[src/rtl/board_sram_arbiter.sv]
// ---------------------------------------------------------------------------
// board_sram_arbiter
//
// Shares the single-port 4-bit Trax board SRAM among three clients:
//   client 0 = force-move engine, client 1 = move placer, client 2 = display
//   scanner.
// A client asks for ownership with a level request. Ownership is granted
// round robin and held until the owner drops its request. Every release is
// followed by one IDLE cycle, which is the bus turnaround. While a client owns
// the bus, its address, write data and write enable drive the SRAM. SRAM read
// data and ready are returned to it. A sticky hold watchdog flags an owner
// that keeps the bus while another client is waiting.
//
// Parameters
//   depth      : MSB index of the SRAM address ({y, x}, depth+1 bits)
//   hold_w     : width of the hold counter
//   hold_limit : owner-held cycles, with another client waiting, that trip
//                the watchdog
//
// Ports
//   clk, reset            : clock; synchronous active-high reset
//   req[2:0]              : per-client ownership request (level)
//   addr0..2, wdata0..2   : per-client SRAM address and write data
//   we[2:0]               : per-client write enable (only the owner's is used)
//   gnt[2:0]              : registered one-hot grant (or zero)
//   rdata[3:0]            : SRAM read data, broadcast; valid only for the owner
//   ready[2:0]            : sram_ready qualified by gnt
//   sram_addr, sram_data_out, sram_write_en : SRAM command outputs
//   sram_data_in, sram_ready                : SRAM response inputs
//   busy                  : high while a client owns the bus (registered)
//   hold_timeout          : sticky watchdog flag, cleared only by reset
// ---------------------------------------------------------------------------
module board_sram_arbiter #(
  parameter int depth      = 21,
  parameter int hold_w     = 10,
  parameter int hold_limit = 1000
) (
  input  logic             clk,
  input  logic             reset,
  input  logic [2:0]       req,
  input  logic [depth:0]   addr0,
  input  logic [depth:0]   addr1,
  input  logic [depth:0]   addr2,
  input  logic [3:0]       wdata0,
  input  logic [3:0]       wdata1,
  input  logic [3:0]       wdata2,
  input  logic [2:0]       we,
  output logic [2:0]       gnt,
  output logic [3:0]       rdata,
  output logic [2:0]       ready,
  output logic [depth:0]   sram_addr,
  output logic [3:0]       sram_data_out,
  output logic             sram_write_en,
  input  logic [3:0]       sram_data_in,
  input  logic             sram_ready,
  output logic             busy,
  output logic             hold_timeout
);

  typedef enum logic {
    IDLE = 1'b0,
    OWN  = 1'b1
  } state_t;

  // Value of hold_cnt on the edge that trips the watchdog.
  localparam logic [hold_w-1:0] hold_trip = hold_w'(hold_limit - 1);

  state_t            state_reg;
  logic [1:0]        owner_reg;
  logic [1:0]        last_reg;
  logic [hold_w-1:0] hold_cnt_reg;
  logic              hold_timeout_reg;
  logic              busy_reg;
  logic [2:0]        gnt_reg;

  // -------------------------------------------------------------------------
  // Round-robin winner selection
  // -------------------------------------------------------------------------
  // Candidates are visited in the order last+1, last+2, last (mod 3). The
  // previous owner therefore comes last but can still win when it is the
  // only requester.
  function automatic logic [1:0] next_client(input logic [1:0] c);
    return (c >= 2'd2) ? 2'd0 : c + 2'd1;
  endfunction

  // req is padded to four bits so that a 2-bit index is always in range.
  logic [3:0] req_ext;
  logic [1:0] cand1;
  logic [1:0] cand2;
  logic [1:0] winner;
  logic [2:0] winner_onehot;

  assign req_ext = {1'b0, req};

  always_comb begin
    cand1 = next_client(last_reg);
    cand2 = next_client(cand1);
    if (req_ext[cand1]) begin
      winner = cand1;
    end else if (req_ext[cand2]) begin
      winner = cand2;
    end else begin
      winner = last_reg;
    end
  end

  generate
    for (genvar gi = 0; gi < 3; gi++) begin : g_client
      assign winner_onehot[gi] = (winner == 2'(gi));
      // Ready reaches a client only while that client holds the grant.
      assign ready[gi]         = sram_ready & gnt_reg[gi];
    end
  endgenerate

  // gnt_reg is one-hot on the owner while in OWN and zero in IDLE, so it can
  // split req into the owner's request and the requests of waiting clients.
  logic owner_req;
  logic others_waiting;

  assign owner_req      = |(req & gnt_reg);
  assign others_waiting = |(req & ~gnt_reg);

  // -------------------------------------------------------------------------
  // Ownership FSM, hold counter and watchdog
  // -------------------------------------------------------------------------
  always_ff @(posedge clk) begin
    if (reset) begin
      state_reg        <= IDLE;
      owner_reg        <= 2'd0;
      last_reg         <= 2'd2;  // client 0 is first in line after reset
      hold_cnt_reg     <= '0;
      hold_timeout_reg <= 1'b0;
      busy_reg         <= 1'b0;
      gnt_reg          <= 3'b000;
    end else begin
      case (state_reg)
        IDLE: begin
          if (|req) begin
            state_reg    <= OWN;
            owner_reg    <= winner;
            last_reg     <= winner;
            hold_cnt_reg <= '0;
            gnt_reg      <= winner_onehot;
            busy_reg     <= 1'b1;
          end
        end

        OWN: begin
          // The watchdog is only a flag. The owner keeps the grant.
          if (others_waiting && (hold_cnt_reg == hold_trip)) begin
            hold_timeout_reg <= 1'b1;
          end
          // Count only cycles in which another client is waiting. Saturate
          // so that a very long hold never wraps back below the trip point.
          if (others_waiting && (hold_cnt_reg != '1)) begin
            hold_cnt_reg <= hold_cnt_reg + 1'b1;
          end
          // Release always passes through IDLE, even if other clients are
          // already waiting.
          if (!owner_req) begin
            state_reg <= IDLE;
            gnt_reg   <= 3'b000;
            busy_reg  <= 1'b0;
          end
        end

        default: begin
          state_reg <= IDLE;
          gnt_reg   <= 3'b000;
          busy_reg  <= 1'b0;
        end
      endcase
    end
  end

  // -------------------------------------------------------------------------
  // SRAM command mux
  // -------------------------------------------------------------------------
  // The mux is combinational and adds no latency. Non-owner write enables
  // never reach the SRAM, and all outputs are held at zero while IDLE.
  always_comb begin
    sram_addr     = '0;
    sram_data_out = 4'h0;
    sram_write_en = 1'b0;
    if (state_reg == OWN) begin
      case (owner_reg)
        2'd0: begin
          sram_addr     = addr0;
          sram_data_out = wdata0;
          sram_write_en = we[0];
        end
        2'd1: begin
          sram_addr     = addr1;
          sram_data_out = wdata1;
          sram_write_en = we[1];
        end
        2'd2: begin
          sram_addr     = addr2;
          sram_data_out = wdata2;
          sram_write_en = we[2];
        end
        default: begin
          sram_addr     = '0;
          sram_data_out = 4'h0;
          sram_write_en = 1'b0;
        end
      endcase
    end
  end

  assign gnt          = gnt_reg;
  assign busy         = busy_reg;
  assign hold_timeout = hold_timeout_reg;
  assign rdata        = sram_data_in;

endmodule

[config.mk]
export PLATFORM = sky130hd
export DESIGN_NAME = board_sram_arbiter
export DESIGN_NICKNAME = d
export VERILOG_FILES = /design/src/rtl/board_sram_arbiter.sv
export SDC_FILE = /design/constraint.sdc
export NUM_CORES = 1
export LEC_CHECK = 0
export ABC_AREA = 1
export BUFFER_PORTS_ARGS = -buffer_cell sky130_fd_sc_hd__buf_2
export CAP_MARGIN = 20
export CORE_MARGIN = 8
export CORE_UTILIZATION = 37
export CTS_CLUSTER_SIZE = 28
export DETAILED_ROUTE_END_ITERATION = 12
export PLACE_DENSITY = 0.77
export RECOVER_POWER = 25
export SKIP_CTS_REPAIR_TIMING = 1
export SYNTH_ARGS = -nofsm -noshare
export SYNTH_HDL_FRONTEND = slang
export SYNTH_SLANG_ARGS = --single-unit
[constraint.sdc]
create_clock -name clk -period 1.7 [get_ports clk]
set_clock_uncertainty 0.2 [all_clocks]
set_input_delay 0 -clock clk [delete_from_list [all_inputs] [get_ports clk]]
set_output_delay 0 -clock clk [all_outputs]
set_load 0.01 [all_outputs]
### Word level (Yosys, flattened, before mapping)

Cells that the tools add are included.

| word-level totals | value |
|---|---|
| flip-flop bits (word level) | 20 |
| bits in latches | 0 |
| memory bits (writable) | 0 |
| ROM bits | 0 |
| input bits | 91 |
| output and inout port bits | 39 |
| logic and storage cells | 67 |
| memories | 0 |

| operators by class | value |
|---|---|
| add/subtract/negate cells | 3 |
| multiply operators | 0 |
| divide/modulo/power cells | 0 |
| order comparisons | 4 |
| equality and inequality tests | 9 |
| shifts and indexed selects | 0 |
| mux-type cells | 26 |
| bitwise operators | 7 |
| reductions and logical operators | 11 |

Operators by type and width:

| cell | count |
|---|---|
| $pmux 22 s3 | 1 |
| $mux 22 | 1 |
| $mux 10 | 2 |
| $pmux 10 s2 | 1 |
| $pmux 4 s3 | 1 |
| $add 10x1->10 const B | 1 |
| $eq 10x10->1 const B | 1 |
| $ne 10x10->1 const B | 1 |
| $reduce_or 3->1 | 3 |
| $mux 2 | 4 |
| $reduce_and 2->1 | 4 |
| $mux 1 | 7 |
| $and 3x3->3 | 2 |
| $lt 2x3->1 const B | 2 |
| $mux 3 | 2 |
| $pmux 3 s2 | 1 |
| $add 2x1->2 const B | 2 |
| $bmux 1 s2 | 2 |
| $eq 2x1->1 const B | 2 |
| $eq 2x2->1 const B | 2 |
| $ge 2x2->1 const B | 2 |
| $logic_not 2->1 | 2 |
| $mux 4 | 1 |
| $ne 2x2->1 const B | 2 |
| 7 further kinds | 11 |

### Longest topological paths before layout

Gate-level depths: netlist of run 1.

| logic depth | value |
|---|---|
| depth in word-level cells | 11 |
| depth in mapped cells | 11 |
| depth with buffers taken out | 11 |

### Worst setup path before layout of run 1

No wires, ideal clock.

| timing | value |
|---|---|
| path type | register to register |
| start | register hold_cnt_reg[0] |
| end | register hold_cnt_reg[5] |
| library setup time | 136 ps |
| arrival | 1257 ps |
| data required time | 1364 ps |
| path slack | 107 ps |
| stages on the path, launching flop included | 12 |
| buffers on the path | 0 |
| period minus slack after synthesis | 1593 ps |
| path through | dfxtp_1 > ha_1 > nand2_2 > nor2_2 > nand2_1 > nor2_2 > nor2_4 > inv_4 > nand2_4 > clkinv_4 > nand2_1 > a21oi_2 |

| between the ends | value |
|---|---|
| longest elaborated chain between the ends | 4 |
| elaborated cells between the ends (all ways) | 7 |
| those cells by class | add/sub: 1; eq/ne: 2; mux: 2; reduce/logical: 2 |

Ends and longest elaborated chain:

| what | RTL line | source |
|---|---|---|
| from (decl) | 71 | `logic [hold_w-1:0] hold_cnt_reg;` |
| from (signal assigned) | 156 | `hold_cnt_reg <= hold_cnt_reg + 1'b1;` |
| parallel branches: the longest is 4 deep, another holds $add 10x1->10 | n/a |  |

Parallel ways; which one is timed is not known. The select of a mux whose other input is x is not followed.
A chain may end at the register's enable or synchronous reset.

### Final worst setup path of run 1

| timing | value |
|---|---|
| start | register hold_cnt_reg[2] |
| end | register hold_cnt_reg[9] |

The elaborated chain is that of the path after synthesis.

==> results by group, run 1 <==
Status
  – Outcome: finished, violations left
  – Failing checks: hold timing, setup timing

Setup path
  – CP Capture Type: flop
  – R2R Path End: hold_cnt_reg[9]
  – Worst EP required: 1670 ps
  – WP data arrival: 1670 ps
  – CP Class: reg -> reg
  – Worst Setup Start Kind: flop
  – Crit path max fanout: 3
  – Worst r2r path cells: 7
  – R2r setup slk: -0.5 ps
  – Crit Reg-Reg Startpoint: hold_cnt_reg[2]

Drt
  – Final wirelength: 6960 um
  – Routed Antenna Nets: 0
  – Via count: 2522
  – Iteration-0 DRC Markers: 101
  – Drt wl/cell: between 10 and 15 um
  – DRT Pass-1 Iters: 4
  – Drt drc: 0
  – DR vias/cell: 4.85

Finish
  – Commonest cells after routing, fill and taps aside: nand2_1, buf_2, inv_1
  – Cell Count, Final, Fillers Out: 520
  – Fill cells: between 400 and 500
  – Layout cells sized above 1: 34.3%
  – Area Growth Syn to Fin: 51.2%
  – Most common cell after layout, fill and taps aside: nand2_1
  – Final nets: 559
  – Number of diodes: 0
  – Max reg flops: 10

Floorplan
  – Chip Height: 85.6 um
  – Die Span X: 85.6 um
  – Row count: 25
  – Die area: 7330 sq um
  – Core area: 4690 sq um
  – Io pins: 130
  – Initial Utilization: 38.2%

CTS
  – Number of CTS-inserted buffers: 3
  – Clock-pin slew on the worst setup and hold paths: 70 ps
  – Max Buffers Root-to-Sink: 2
  – CTS tree: built
  – H-tree depth: 1
  – Clock root cell: clkbuf_8
  – Clock latency on the worst-skew pair: between 200 and 300 ps
  – Clk sinks: 19

Yosys
  – Syn avg cell area: between 5 and 6 sq um
  – Synthesized area: 1790 sq um
  – Largest family of logic cells by synthesized area: simple AND/OR/NAND/NOR gates
  – Synth Area in Adders: less than 1%
  – Mux share of post-synthesis cell area: 0%
  – Synth Area in Compound Gates: 8.93%
  – Post-synthesis xor/xnor area fraction: 0%
  – Sequential area share after synthesis: a little over a fifth
  – Unique cell type count in the Yosys netlist: 28
  – Yosys warns: 0
  – Syn nets: between 400 and 500
  – Syn Inst Count: roughly 340
  – Synth Register Bits: 19
  – Post-Synth Simple-Gate Area: ~53%

Placement
  – Dpl cells: approximately 510
  – DP HPWL: 4990 um
  – Port-buffer cells: 121
  – GPL Wtd Cong: 0.856

Pwr
  – P_leak: 0.00161 uW
  – VDD IR-drop max: 0.517 mV
  – Power per Cell Area: 651 nW/um^2

STA
  – Max Clk Rate: 0.588 GHz
  – Final Hold Fails: 1
  – Setup Total Neg Slack: -0.471 ps
  – PnR worst setup slack: -0.471 ps
  – Minimum clock period: about 1700 ps
  – Worst-margin pin slew: 353 ps
  – RSZ-0062 raised after global routing: yes
  – Final hold slack: -16.1 ps
  – Slew Limit Headroom: roughly 76%
  – Final Max Tran Viols: 0
  – # setup viols final: 1
  – Tcrit/Tclk final: 100%

Global route
  – Tot GR Track Use: around 16%
  – Total congestion overflow: 0
  – Vias in the first global route: 2233
  – First-pass GRT wire length: 10200 um
  – Largest net degree at the start of global routing: 29
  – Initial antenna violation count: 0

Hold path
  – Worst Hold Path EP: state_reg
  – Hold_sp: req[0]
  – Hold path cells: 5
  – Worst min-delay path class: in -> reg

Run
  – Max Cap Viol: 0
[area by class of cell]
class                      count  area (sq um)  area share, %
timing repair buffer         138           813           30.0
multi-input combinational    252          1180           43.5
sequential                    19           395           14.6
tap                           54          67.6           2.49
inverter                      53           211           7.80
clock buffer                   4          45.0           1.66
[how the worst max path moves through the flow]
stage | from | end | slack (ps)
after floorplan | hold_cnt_reg[0] | hold_cnt_reg[5] | 110
after global placement | hold_cnt_reg[0] | hold_cnt_reg[1] | 50
after detailed placement | hold_cnt_reg[0] | hold_cnt_reg[5] | 2
after CTS | owner_reg[0] | sram_addr[8] | -120
after global routing | hold_cnt_reg[2] | hold_cnt_reg[9] | -90
final | hold_cnt_reg[2] | hold_cnt_reg[9] | -0.5
[synthesized netlist by cell type, drive strengths merged]
cell type	number	share of area, %
a211oi	1	0.42
a21oi	16	5.5
a31oi	1	0.35
buf	12	4.2
clkbuf	3	0.63
clkinv	1	0.49
dfxtp	19	21
ha	1	0.70
inv	52	11
nand2	153	33
nand3	42	12
nand4	2	0.70
nor2	25	6.8
nor3	1	0.28
nor4	1	0.35
o21ai	8	2.2
o21bai	1	0.42
[cells by family (layout without fill, tap and decap cells)]
family,after synthesis,after routing
compound gates,27,27
fa+ha+maj,1,1
buf+inv,68,195
flops,19,19
simple gates,224,224
[worst max-delay path, stage by stage, from the launching register on]
cell     delay, ps
dfxtp_1        410
nand3_1        150
nor2_1         170
nand3_1        150
nor3_1         310
nand3_2        110
nand2_1         60
nor2_1          40
[per-stage QoR]
| stage | hold WS [ps] | total power, uW | worst slack (ps) | utilization [%] | cell area [sq um] |
|---|---|---|---|---|---|
| finish | -16.1 | 1760 | -0.471 | 57.8 | 2710 |
| global route | 19.8 | 1900 | -91.5 | 57.8 | 2710 |
| CTS | -200 | 1690 | -125 | 53.4 | 2510 |
| detailed placement | -200 | 1370 | 2.01 | 52.5 | 2460 |
| global placement | -200 | 1350 | 46.2 | 52.5 | 2460 |
| floorplan | -122 | 1040 | 107 | - | 1790 |
[where the power goes]
part	internal, uW	total [uW]	leakage (uW)	switching, uW
Combinational	398	913	0.00143	515
Clock	168	333	0.0000228	166
Sequential	477	518	0.000158	41.8
[layer usage]
layer / vias up / GRT usage, % / routed length [um]
met4: 0 / 3.34 / 78
li1: 1297 / - / -
met3: 10 / 4.01 / 466
met5: - / 0 / 0
met2: 103 / 30.6 / 3530
met1: 1112 / 18.1 / 2880
No activity file was read; power rests on OpenSTA's default activity.
==> inputs of run 2 (changes only) <==
--- a/config.mk
+++ b/config.mk
@@ -14,6 +14,7 @@
 export DETAILED_ROUTE_END_ITERATION = 12
 export PLACE_DENSITY = 0.77
 export RECOVER_POWER = 25
+export REMOVE_ABC_BUFFERS = 1
 export SKIP_CTS_REPAIR_TIMING = 1
 export SYNTH_ARGS = -nofsm -noshare
 export SYNTH_HDL_FRONTEND = slang
==> run 2 against run 1 <==
Against the previous run: the flow now finishes without violations; sequential share of layout area shrank 0.24 points; first-iteration DRC count grew 43%; sequential power is 2% lower; register-to-register slack improved by 60 ps; core utilization down 0.16 points; final cell count rose by 0.38%; setup slack improved by 64 ps; via count hardly changed; die area unchanged; maximum frequency up 3.9%; clock power decreased by 6.9%; final area down 0.28%; highest routed layer unchanged.
==> results by group, run 2 (same netlist as run 1, synthesis figures left out) <==
Global route
  – Total congestion overflow: 0
  – Tot GR Track Use: between 10% and 20%
  – Vias in the first global route: 2194
  – Initial antenna violation count: 0
  – First-pass GRT wire length: 10500 um
  – Largest net degree at the start of global routing: 29

CTS
  – Clock root cell: clkbuf_8
  – Max Buffers Root-to-Sink: 2
  – Clk sinks: 19
  – Number of CTS-inserted buffers: 3
  – CTS tree: built
  – H-tree depth: 1
  – Clock-pin slew on the worst setup and hold paths: around 70 ps
  – Clock latency on the worst-skew pair: 250 ps

STA
  – Final Hold Fails: 0
  – Max Clk Rate: 0.611 GHz
  – Tcrit/Tclk final: 96.3%
  – Worst-margin pin slew: 318 ps
  – Final Max Tran Viols: 0
  – PnR worst setup slack: ~64 ps
  – Minimum clock period: 1640 ps
  – Setup Total Neg Slack: 0 ps
  – # setup viols final: 0
  – Slew Limit Headroom: between 70% and 80%

Finish
  – Max reg flops: 10
  – Most common cell after layout, fill and taps aside: nand2_1
  – Final nets: around 560
  – Layout cells sized above 1: 34.4%
  – Fin util: 57.6%
  – Area Growth Syn to Fin: 50.8%
  – Number of diodes: 0
  – Commonest cells after routing, fill and taps aside: nand2_1, buf_2, inv_1
  – Fill cells: roughly 490

Pwr
  – P_leak: 0.00161 uW
  – VDD IR-drop max: 0.553 mV
  – Logic pwr share: between 50% and 60%
  – Sequential Power Share: 29.2%
  – Internal power: between 1000 and 1500 uW
  – Power per Cell Area: 647 nW/um^2
  – Sw Pwr: 707 uW
  – Sw frac: approximately two fifths
  – Clk network pwr share: 17.8%

Drt
  – DRT Pass-1 Iters: 4
  – Iteration-0 DRC Markers: 144
  – DR vias/cell: about 4.8
  – Final wirelength: approximately 6800 um
  – Via count: about 2500
  – Drt drc: 0
  – Routed Antenna Nets: 0
  – Drt wl/cell: 13.0 um

Placement
  – Port-buffer cells: 121
  – GPL Wtd Cong: 0.868
  – Place WS: -29.9 ps
  – DP HPWL: 5170 um

Floorplan
  – Io pins: between 100 and 150
  – Chip Height: roughly 86 um
  – Core area: roughly 4700 sq um
  – Row count: 25
  – Die Span X: 85.6 um
  – Die area: 7330 sq um
  – Initial Utilization: 38.2%

Setup path
  – Worst Setup Start Kind: flop
  – CP Class: reg -> reg
  – CP max stage delay: between 300 and 400 ps
  – WP data arrival: 1630 ps
  – CP max-delay cell: dfxtp_2
  – CP Capture Type: flop
  – Top cell by count, worst path: nor2_4
  – Crit path max fanout: 6
  – Worst-path cell chain: ha_4, nand2_4, nor2_4, nand2_2, nor2_4, nor2_4, inv_4, nand2_8, inv_8, nand2_2, a21oi_2
  – Worst EP required: 1690 ps

Status
  – Outcome: finished clean

Hold path
  – Worst min-delay path class: in -> reg

Run
  – Max Cap Viol: 0
[run 2: cell types whose count changed in the layout (fill, tap and decap cells not counted), moves of 2 or more]
cell / previous run / this run
buf_2: 111 / 113
buf_4: 7 / 9
buf_6: 3 / 1
dfxtp_2: 0 / 3
dfxtp_4: 4 / 1
inv_1: 47 / 49
[run 2: final timing paths]
| check | cells after the start | slack (ps) | end | startpoint |
|---|---|---|---|---|
| max | 11 | 60 | hold_cnt_reg[8] | hold_cnt_reg[1] |
| min | 4 | 30 | last_reg[1] | req[1] |
| max reg2reg | 11 | 60 | hold_cnt_reg[8] | hold_cnt_reg[1] |
| min reg2reg | 2 | 270 | hold_timeout | hold_timeout |
[run 2: final cells by class]
cell class,count,area (sq um),share of cell area (%)
well taps,54,67.6,2.50
multi-input cells,252,1180,43.6
repair buffers,140,816,30.2
inverters,53,209,7.73
clock buffers,4,45.0,1.67
flip-flops and latches,19,388,14.3
[run 2: critical path, delay by kind of cell, from the launching register on]
kind                       cells  cell delay [ps]
DFF                            1              360
and+or+nand+nor                7              570
AOI/OAI and AO/OA              1              120
adders and majority gates      1              160
buffers and inverters          2              160
[run 2: power by group through the flow]
stage | registers, uW | logic [uW] | clock network [uW]
after floorplan | 536 | 464 | 0
after global placement | 520 | 830 | 0
after detailed placement | 520 | 846 | 0
after CTS | 511 | 849 | 320
after global routing | 515 | 1040 | 347
final | 510 | 928 | 310
[run 2: per-layer routing]
layer | part of all wire [%] | GRT usage (%) | up-vias
met5 | 0 | 0 | -
met4 | 1.4 | 3.50 | 0
met3 | 8.0 | 4.78 | 10
met2 | 51 | 30.8 | 95
met1 | 40 | 19.3 | 1124
li1 | - | - | 1294
[run 2: per-stage QoR]
stage	hold WS (ps)	power (uW)	area, sq um	instances
3_3_place_gp	-200	1350	2460	505
5_1_grt	61.2	1900	2700	522
6_report	33.1	1750	2700	522
4_1_cts	-200	1680	2510	509
2_1_floorplan	-200	1000	1710	324
3_5_place_dp	-200	1370	2460	505
